**config.mk**
```make
export PLATFORM = sky130hd
export DESIGN_NAME = snn_core_param
export DESIGN_NICKNAME = d
export VERILOG_FILES = /design/src/rtl/snn_core_param.sv
export SDC_FILE = /design/constraint.sdc
export NUM_CORES = 1
export LEC_CHECK = 0
export BUFFER_PORTS_ARGS = -buffer_cell sky130_fd_sc_hd__buf_2
export CAP_MARGIN = 5
export CORE_MARGIN = 1
export CORE_UTILIZATION = 48
export DETAILED_ROUTE_END_ITERATION = 8
export PLACE_DENSITY_LB_ADDON = 0.15
export REMOVE_ABC_BUFFERS = 1
export SKIP_CTS_REPAIR_TIMING = 1
export SLEW_MARGIN = 25
export SYNTH_ARGS = -nofsm -noshare
export SYNTH_HDL_FRONTEND = slang
export SYNTH_SLANG_ARGS = --single-unit
export TNS_END_PERCENT = 30
```
**constraint.sdc**
```tcl
create_clock -name clk -period 12.7 [get_ports clk]
set_input_delay 1.27 -clock clk [delete_from_list [all_inputs] [get_ports clk]]
set_output_delay 1.27 -clock clk [all_outputs]
set_load 0.01 [all_outputs]
```
**src/rtl/snn_core_param.sv**
```systemverilog
// snn_core_param: two-layer fully-connected binary-pixel inference core.
// N_IN pixels -> N_HID hidden units -> N_OUT outputs, argmax picks the digit.
// Weight ROMs and activation LUT are external, synchronous read, 1-cycle latency.
// Optional macro SNN_SAT_CNT_EN adds sat_cnt, a count of clamped activation indices.
// Handshake: start is sampled only in IDLE; busy is high from the accept edge until
// the edge that raises done; done is a 1-cycle pulse; digit/digit_score hold until
// the next done.
module snn_core_param #(
    parameter int N_IN    = 784,
    parameter int N_HID   = 32,
    parameter int N_OUT   = 10,
    parameter int W_W     = 8,
    parameter int ACC_W   = 26,
    parameter int FRAC_SH = 7,
    parameter int ACT_AW  = 11,
    localparam int IN_AW  = $clog2(N_IN),
    localparam int HID_AW = $clog2(N_HID),
    localparam int OUT_AW = $clog2(N_OUT)
) (
    input  logic                        clk,
    input  logic                        rst,
    input  logic                        start,
    input  logic                        q_input,
    output logic [IN_AW-1:0]            addr_input_unit,
    output logic [HID_AW+IN_AW-1:0]     addr_w_h,
    input  logic signed [W_W-1:0]       w_h,
    output logic [OUT_AW+HID_AW-1:0]    addr_w_o,
    input  logic signed [W_W-1:0]       w_o,
    output logic [ACT_AW-1:0]           act_addr,
    input  logic signed [W_W-1:0]       act_data,
    output logic                        busy,
    output logic                        done,
`ifdef SNN_SAT_CNT_EN
    output logic [15:0]                 sat_cnt,
`endif
    output logic [OUT_AW-1:0]           digit,
    output logic [W_W-1:0]              digit_score
);

    typedef enum logic [3:0] {
        S_IDLE, S_HID_MAC, S_HID_DRAIN, S_HID_ACT, S_HID_WR,
        S_OUT_MAC, S_OUT_DRAIN, S_OUT_ACT, S_OUT_CMP, S_DONE
    } state_t;

    // A lit pixel contributes the largest positive operand value.
    localparam logic signed [W_W-1:0]   A_ONE  = {1'b0, {(W_W-1){1'b1}}};
    localparam logic signed [ACC_W-1:0] ACT_HI = ACC_W'((1 << (ACT_AW - 1)) - 1);
    localparam logic signed [ACC_W-1:0] ACT_LO = ~ACT_HI;

    state_t                   state, state_nxt;
    logic [IN_AW-1:0]         in_idx;
    logic [HID_AW-1:0]        hid_idx, hj_idx, hj_d;
    logic [OUT_AW-1:0]        out_idx;
    logic                     mac_vld;
    logic signed [ACC_W-1:0]  acc, acc_sum, shifted;
    logic signed [W_W-1:0]    hidden [N_HID];
    logic signed [W_W-1:0]    op_a, op_b, max_val;
    logic signed [2*W_W-1:0]  prod;
    logic [OUT_AW-1:0]        max_idx;
    logic                     clamp_hi, clamp_lo, clamp_q;
    logic [ACT_AW-1:0]        act_idx;
    logic                     in_last, hj_last, hid_last, out_last;

    assign in_last  = (in_idx  == IN_AW'(N_IN - 1));
    assign hj_last  = (hj_idx  == HID_AW'(N_HID - 1));
    assign hid_last = (hid_idx == HID_AW'(N_HID - 1));
    assign out_last = (out_idx == OUT_AW'(N_OUT - 1));

    assign addr_input_unit = in_idx;
    assign addr_w_h        = {hid_idx, in_idx};
    assign addr_w_o        = {out_idx, hj_idx};

    // State register.
    always_ff @(posedge clk or posedge rst) begin
        if (rst) state <= S_IDLE;
        else     state <= state_nxt;
    end

    // Next-state logic.
    always_comb begin
        state_nxt = state;
        case (state)
            S_IDLE:      if (start) state_nxt = S_HID_MAC;
            S_HID_MAC:   if (in_last) state_nxt = S_HID_DRAIN;
            S_HID_DRAIN: state_nxt = S_HID_ACT;
            S_HID_ACT:   state_nxt = S_HID_WR;
            S_HID_WR:    state_nxt = hid_last ? S_OUT_MAC : S_HID_MAC;
            S_OUT_MAC:   if (hj_last) state_nxt = S_OUT_DRAIN;
            S_OUT_DRAIN: state_nxt = S_OUT_ACT;
            S_OUT_ACT:   state_nxt = S_OUT_CMP;
            S_OUT_CMP:   state_nxt = out_last ? S_DONE : S_OUT_MAC;
            S_DONE:      state_nxt = S_IDLE;
            default:     state_nxt = S_IDLE;
        endcase
    end

    // MAC operands arrive one cycle after their address; the drain cycle
    // still belongs to the layer whose MAC just finished.
    always_comb begin
        op_a = '0;
        op_b = '0;
        if (state == S_HID_MAC || state == S_HID_DRAIN) begin
            op_a = q_input ? A_ONE : '0;
            op_b = w_h;
        end else begin
            op_a = hidden[hj_d];
            op_b = w_o;
        end
        prod    = op_a * op_b;
        acc_sum = mac_vld ? acc + {{(ACC_W-2*W_W){prod[2*W_W-1]}}, prod} : acc;
    end

    // LUT index from the final sum: scale, clamp, then offset to unsigned
    // (offset by half the range is the same as flipping the index MSB).
    always_comb begin
        shifted  = acc_sum >>> FRAC_SH;
        clamp_hi = (shifted > ACT_HI);
        clamp_lo = (shifted < ACT_LO);
        act_idx  = {~shifted[ACT_AW-1], shifted[ACT_AW-2:0]};
        if (clamp_hi)      act_idx = '1;
        else if (clamp_lo) act_idx = '0;
    end

    // Datapath: counters, accumulator, hidden array, argmax and result registers.
    always_ff @(posedge clk or posedge rst) begin
        if (rst) begin
            in_idx      <= '0;
            hid_idx     <= '0;
            hj_idx      <= '0;
            hj_d        <= '0;
            out_idx     <= '0;
            mac_vld     <= 1'b0;
            acc         <= '0;
            act_addr    <= '0;
            clamp_q     <= 1'b0;
            max_val     <= '0;
            max_idx     <= '0;
            busy        <= 1'b0;
            done        <= 1'b0;
            digit       <= '0;
            digit_score <= '0;
`ifdef SNN_SAT_CNT_EN
            sat_cnt     <= '0;
`endif
            for (int k = 0; k < N_HID; k++) hidden[k] <= '0;
        end else begin
            mac_vld <= (state == S_HID_MAC) || (state == S_OUT_MAC);
            hj_d    <= hj_idx;
            done    <= 1'b0;
            case (state)
                S_IDLE: begin
                    if (start) begin
                        acc  <= '0;
                        busy <= 1'b1;
`ifdef SNN_SAT_CNT_EN
                        sat_cnt <= '0;
`endif
                    end
                end
                S_HID_MAC: begin
                    acc    <= acc_sum;
                    in_idx <= in_last ? '0 : in_idx + 1'b1;
                end
                S_OUT_MAC: begin
                    acc    <= acc_sum;
                    hj_idx <= hj_last ? '0 : hj_idx + 1'b1;
                end
                S_HID_DRAIN, S_OUT_DRAIN: begin
                    acc      <= acc_sum;
                    act_addr <= act_idx;
                    clamp_q  <= clamp_hi | clamp_lo;
                end
                S_HID_ACT, S_OUT_ACT: begin
`ifdef SNN_SAT_CNT_EN
                    if (clamp_q && sat_cnt != 16'hFFFF) sat_cnt <= sat_cnt + 16'd1;
`endif
                end
                S_HID_WR: begin
                    hidden[hid_idx] <= act_data;
                    acc             <= '0;
                    hid_idx         <= hid_last ? '0 : hid_idx + 1'b1;
                end
                S_OUT_CMP: begin
                    // Strict compare: ties keep the lowest output index.
                    if (out_idx == '0 || act_data > max_val) begin
                        max_val <= act_data;
                        max_idx <= out_idx;
                    end
                    acc     <= '0;
                    out_idx <= out_last ? '0 : out_idx + 1'b1;
                end
                S_DONE: begin
                    done        <= 1'b1;
                    busy        <= 1'b0;
                    digit       <= max_idx;
                    digit_score <= max_val;
                end
                default: ;
            endcase
        end
    end

endmodule
```
==> results of run 1 <==
[layout by cell type, fill, tap and decap left out, drive strengths merged, types with 21 or more instances in the layout]
| cell type | Yosys | routed |
|---|---|---|
| fa | 57 | 57 |
| ha | 70 | 70 |
| nand2 | 125 | 125 |
| dfrtp | 353 | 353 |
| buf | 30 | 103 |
| o21ai | 100 | 100 |
| mux4 | 80 | 80 |
| clkbuf | 56 | 56 |
| nor2 | 83 | 83 |
| xnor2 | 26 | 26 |
| inv | 112 | 113 |
| mux2 | 265 | 265 |
| a21o | 21 | 21 |
| a21oi | 41 | 41 |
[sequential cells by signal, indices dropped and copies added, names as in the netlist, 5 cells and up]
register,count
hj_d,5
acc,26
hj_idx,5
digit_score,8
addr_input_unit,10
hid_idx,5
max_val,8
act_addr,11
hidden,256
[logic make-up after synthesis]
family / Yosys count / synth area share, %
adders and majority gates: 127 / 9.984
AOI/OAI and AO/OA: 249 / 8.058
xor gates and xnor gates: 44 / 1.945
and+or+nand+nor: 324 / 7.594
muxes: 360 / 24.45
buffers and inverters: 198 / 4.237
DFF: 353 / 43.73
[per-stage QoR]
stage	setup WS, ns	total power, mW
5_1_grt	1.758	4.272
2_1_floorplan	1.638	2.566
4_1_cts	2.402	4.024
3_5_place_dp	2.473	2.900
6_report	2.517	4.000
3_3_place_gp	2.647	2.884
[cells in the mapped netlist (13+ instances only)]
master,count
or2_2,13
mux2_2,264
dfrtp_1,353
mux4_2,80
a21o_1,20
inv_1,112
nand3_1,17
nor2_1,83
a21oi_1,40
nor2b_1,15
fa_1,57
clkbuf_1,54
o21ai_0,93
xnor2_1,26
ha_1,70
xor2_1,17
nand2_1,125
nand2b_1,14
nor3_1,15
a22o_1,13
mux2i_1,15
[final timing paths]
path | startpoint | slack, ns | to | cells past startpoint
max in group asynchronous | rst | 9.62 | hj_d[0] | 5
worst min-delay path | hj_idx[1] | 0.46 | hj_d[1] | 0
min in group asynchronous | rst | 0.82 | acc[2] | 2
worst max register to register | hj_d[0] | 2.52 | act_addr[8] | 33
worst min register to register | hj_idx[1] | 0.46 | hj_d[1] | 0
worst max-delay path | hj_d[0] | 2.52 | act_addr[8] | 33
[worst max-delay path, delay by kind of cell (launching register included)]
family / cells / cell delay (ns)
adders and majority gates: 6 / 3.00
AOI/OAI and AO/OA: 11 / 2.33
muxes: 3 / 1.42
buffers and inverters: 7 / 1.00
DFF: 1 / 0.98
xor gates and xnor gates: 3 / 0.69
and+or+nand+nor: 3 / 0.56
[layer usage]
| layer | vias up | GRT usage (%) | part of all wire, % |
|---|---|---|---|
| li1 | 6012 | - | - |
| met1 | 6698 | 31.10 | 45 |
| met2 | 264 | 36.81 | 48 |
| met3 | 78 | 3.881 | 4.6 |
| met4 | 2 | 6.125 | 2.5 |
| met5 | - | 0 | 0.037 |
[layout make-up]
cell class	count	area, um^2
fillers	3539	18900
flip-flops and latches	353	8838
well taps	532	665.6
repair buffers	103	590.6
clock buffers	56	1091
multi-input cells	1104	10520
clock inverters	16	166.4
inverters	112	427.9
[where the power goes]
| part | internal (mW) | switching [mW] |
|---|---|---|
| Clock | 0.628 | 0.479 |
| Combinational | 0.726 | 0.882 |
| Sequential | 1.22 | 0.0649 |
| Total | 2.58 | 1.42 |
==> results.md, run 1 <==
- Fin cells: 2276
- Crit path kind: reg2reg
- Fmax achieved: 98.20 MHz
- Die Wd: 207.1 um
- RSZ-0062 raised after global routing: no
- Top Ports: 87
- Clock skew: 0.04277 ns
- Drt drc: 0
- Area grow syn2layout: 10.41%
- Netlist cell types: 78
- Global-route usage over all layers: 22.52%
- Post-synth EDFFs: 0
- Top FF cell, synth: dfrtp_1
- Relative slew slack: 33.14%
- Die area: 42910 um^2
- Layout cells sized above 1: 31.88%
- Largest net degree at the start of global routing: 178
- Static Leakage: 9.798 nW
- Maximum vdd drop: 134.1 uV
- Outcome: finished clean
- Post-synthesis sequential area ratio: 43.73%
- Rows: 74
- Worst Tran Pin Value: 1.003 ns
- Routed WL per cell: 20.33 um
- Maxcap violations: 0
- Cell taking the most area after synthesis: dfrtp_1
- Async set-reset flop share out of synthesis: 100.0%
- Critical Path Fanout Max: 41
- Nets@finish: 1869
- Req. time, crit path: 13.10 ns
- Core area: 41200 um^2
- N_diodes: 0
- Num CTS Buffers: 40
- Tmin final: 10.18 ns
- Hold Path Class: reg2reg
- DP HPWL: 31670 um
- DRT antenna net count: 0
- Final Max Tran Viols: 0
- Tcrit/Tclk final: 80.18%
- Vias per cell: 5.736
- Clock latency on the worst-skew pair: 0.57 ns
- Startpoint types: register
- YS warnings: 0
- Slowest Stage Delay on Critical Path: 0.98 ns
- First-pass GRT wire length: 76780 um
- CTS Buffer Depth: 3
- FF+latch count, synth: 353
- Fin util: 54.13%
- Crit-path slowest cell: dfrtp_4
- Pwr per Cell Area: 179.4 nW/um^2
- Clock sink count: 353
- Worst hold slack: 0.4613 ns
- Top post-synthesis cells by area: dfrtp_1 44%, mux2_2 15%, mux4_2 8.9%, fa_1 5.6%, ha_1 4.3%
- Vias in the first global route: 13663
- Post-Syn Area per Cell: 12.21 um^2
- WL final: 46280 um
- Final Hold Vio Count: 0
- Yosys top cell area share: 43.73%
- Mapped Area: 20200 um^2
- Gr ovfl total: 0
- Design area: 22300 um^2
- Total negative slack: 0 ns
- Vias: 13054
- Initial antenna violation count: 1
- CTS Root Buffer Type: clkbuf_16
- Starting Density: 49.03%
- H-tree depth: 2
- DRT Pass-1 Iters: 5
- Critical path arrival: 10.58 ns
- Inst Count DP: 2203
- Placed Area: 21020 um^2
- Port buffer count: 86
- Setup crit end kind: register
- CTS tree: built
- Worst path most repeated cell: inv_1
- Syn Inst Count: 1655
- Height of the chip: 207.1 um
- 1st-iter DRT viols: 740
- Final setup fails: 0
- RD Place Congestion: 0.8663
- Worst-path clk slew: 0.06 ns
Power figures use the tool's default switching activity.
==> run 2: changes to the inputs <==
==> constraint.sdc (replaced) <==
create_clock -name clk -period 10.2 [get_ports clk]
set_input_delay 1.02 -clock clk [delete_from_list [all_inputs] [get_ports clk]]
set_output_delay 1.02 -clock clk [all_outputs]
set_load 0.01 [all_outputs]
==> run 2 against run 1 <==
Net effect: core utilization up 0.63 points; critical endpoint is now act_addr[1]; largest cell class unchanged; via count shrank 1.4%; clock power up 41%; final cell count grew 0.44%; first-iteration DRC count shrank 6.4%.
==> results.md, run 2 (synthesized netlist as in run 1, its figures left out) <==
- Switching Share: 34.70% (was 35.62%)
- Area taken by multi-input logic gates: 10520 um^2 (about the same)
- Maximum vdd drop: 165.9 uV (was 134.1 uV)
- Design area: 22560 um^2 (was 22300 um^2)
- Crit-path slowest cell: dfrtp_2 (was dfrtp_4)
- Clock power share: 30.2% (was 27.7%)
- Power, Total: 5.158 mW (was 4.000 mW)
- Clock skew: 0.03617 ns (was 0.04277 ns)
- Area grow syn2layout: 11.69% (was 10.41%)
- Top Ports: 87 (unchanged)
- Height of the chip: 207.1 um (unchanged)
- DRT Pass-1 Iters: 5 (unchanged)
- DRT antenna net count: 0 (unchanged)
- Vias per cell: 5.633 (was 5.736)
- Routed WL per cell: 20.21 um (was 20.33 um)
- Tcrit/Tclk final: 93.56% (was 80.18%)
- Fmax achieved: 104.8 MHz (was 98.20 MHz)
- WL final: 46210 um (was 46280 um)
- DP HPWL: 32120 um (was 31670 um)
- Hold Path Class: reg2reg (unchanged)
- Relative slew slack: 31.78% (was 33.14%)
- Setup crit end kind: register (unchanged)
- Top reg by flops: hidden (unchanged)
- H-tree depth: 2 (unchanged)
- Combinational share of power: 38.9% (was 40.2%)
- Nets@finish: 1878 (was 1869)
- Net Switching: 1.790 mW (was 1.425 mW)
- Sequential Power Share: 30.9% (was 32.1%)
- Outcome: finished clean (unchanged)
- Worst-path clk slew: 0.06 ns (about the same)
- Final Max Tran Viols: 0 (unchanged)
- Vias in the first global route: 13504 (was 13663)
- Starting Density: 49.03% (unchanged)
- Initial antenna violation count: 1 (unchanged)
- Largest registers: hidden: 256 flops, acc: 26 flops, act_addr: 11 flops (unchanged)
- Die area: 42910 um^2 (unchanged)
- Clock latency on the worst-skew pair: 0.58 ns (was 0.57 ns)
- Max FFs per register: 256 (unchanged)
- RD Place Congestion: 0.8739 (was 0.8663)
- Worst Tran Pin Value: 1.022 ns (was 1.003 ns)
- Post-Place Setup Slack: 0.6993 ns (was 2.473 ns)
- Static Leakage: 9.926 nW (was 9.798 nW)
- Vias: 12876 (was 13054)
- Rows: 74 (unchanged)
- Maxcap violations: 0 (unchanged)
- Num CTS Buffers: 40 (unchanged)
- Crit path kind: reg2reg (unchanged)
- CTS Root Buffer Type: clkbuf_16 (unchanged)
- Placed Area: 21100 um^2 (was 21020 um^2)
- First-pass GRT wire length: 75600 um (was 76780 um)
- Core area: 41200 um^2 (unchanged)
- Leading cell type in the layout, fill and taps excluded: dfrtp_1 (unchanged)
- Final Hold Vio Count: 0 (unchanged)
- Req. time, crit path: 10.62 ns (was 13.10 ns)
- Worst hold slack: 0.4591 ns (was 0.4613 ns)
- 1st-iter DRT viols: 693 (was 740)
- Slowest Stage Delay on Critical Path: 0.71 ns (was 0.98 ns)
- Fill cells: 3478 (was 3539)
- N_diodes: 0 (unchanged)
- CTS tree: built (unchanged)
- Commonest cells after routing, fill and taps aside: 351 x dfrtp_1, 264 x mux2_2, 125 x nand2_1 (unchanged)
- Total negative slack: 0 ns (unchanged)
- Global-route usage over all layers: 22.35% (was 22.52%)
- Startpoint types: register (unchanged)
- CTS Buffer Depth: 3 (unchanged)
- Int Pwr: 3.368 mW (was 2.575 mW)
- Layout cells sized above 1: 32.61% (was 31.88%)
- Port buffer count: 86 (unchanged)
- Reg area: 8838 um^2 (unchanged)
- Final setup fails: 0 (unchanged)
- Die Wd: 207.1 um (unchanged)
- Largest net degree at the start of global routing: 146 (was 178)
- Tmin final: 9.543 ns (was 10.18 ns)
- Critical Path Fanout Max: 26 (was 41)
- Clock sink count: 353 (unchanged)
- Drt drc: 0 (unchanged)
- Gr ovfl total: 0 (unchanged)
- Setup ws final: 0.6570 ns (was 2.517 ns)
- RSZ-0062 raised after global routing: no (unchanged)
- Critical path arrival: 9.96 ns (was 10.58 ns)
- Pwr per Cell Area: 228.6 nW/um^2 (was 179.4 nW/um^2)
- Worst path most repeated cell: inv_1 (unchanged)
-- run 2: cell types whose count changed in the layout (fill, tap and decap cells not counted), moves of 2 or more --
cell / previous run / this run
clkbuf_1: 13 / 5
clkbuf_8: 3 / 8
clkinv_2: 10 / 5
clkinvlp_4: 0 / 2
buf_4: 15 / 24
bufinv_16: 1 / 6
-- run 2: worst paths after layout --
check                              end  cells after the start  slack, ns  startpoint
max                        act_addr[1]                     33       0.66     hj_d[1]
min                            hj_d[1]                      0       0.46   hj_idx[1]
max reg2reg                act_addr[1]                     33       0.66     hj_d[1]
min reg2reg                    hj_d[1]                      0       0.46   hj_idx[1]
max in group asynchronous      hj_d[1]                      3       8.25         rst
min in group asynchronous       acc[1]                      2       0.54         rst
-- run 2: through the flow --
stage,cells,util (%)
2_1_floorplan,1569,-
3_5_place_dp,2213,51.21
4_1_cts,2286,54.74
5_1_grt,2286,54.76
6_report,2286,54.76
3_3_place_gp,2213,51.20
-- run 2: final cells by class --
| cell class | count | share of cell area [%] |
|---|---|---|
| multi-input cells | 1104 | 46.63 |
| flip-flops and latches | 353 | 39.17 |
| clock buffers | 53 | 5.008 |
| well taps | 532 | 2.950 |
| repair buffers | 112 | 2.884 |
| inverters | 112 | 1.919 |
| clock inverters | 20 | 1.436 |
-- run 2: routing by layer --
layer | vias to the layer above | global-route usage, % | part of all wire, %
met1 | 6579 | 30.15 | 46
met3 | 71 | 3.472 | 3.3
met5 | - | 0 | 0
met2 | 198 | 37.15 | 48
li1 | 6028 | - | -
met4 | 0 | 7.128 | 2.8
-- run 2: worst max-delay path: cells and delay by family (launching register included) --
kind / cells / cell delay, ns
AO/OA/AOI/OAI: 12 / 2.63
XOR/XNOR: 1 / 0.21
adder cells (fa/ha/maj): 6 / 3.00
buffers and inverters: 7 / 0.90
flip-flops: 1 / 0.71
multiplexers: 3 / 1.15
AND/OR/NAND/NOR: 4 / 0.77
-- run 2: power groups by stage --
stage / Combinational, mW / Clock, mW / Sequential [mW]
after floorplan: 1.60 / 0 / 1.59
after global placement: 1.97 / 0 / 1.62
after detailed placement: 1.99 / 0 / 1.61
after CTS: 2.00 / 1.60 / 1.59
after global routing: 2.26 / 1.66 / 1.61
final: 2.00 / 1.56 / 1.60
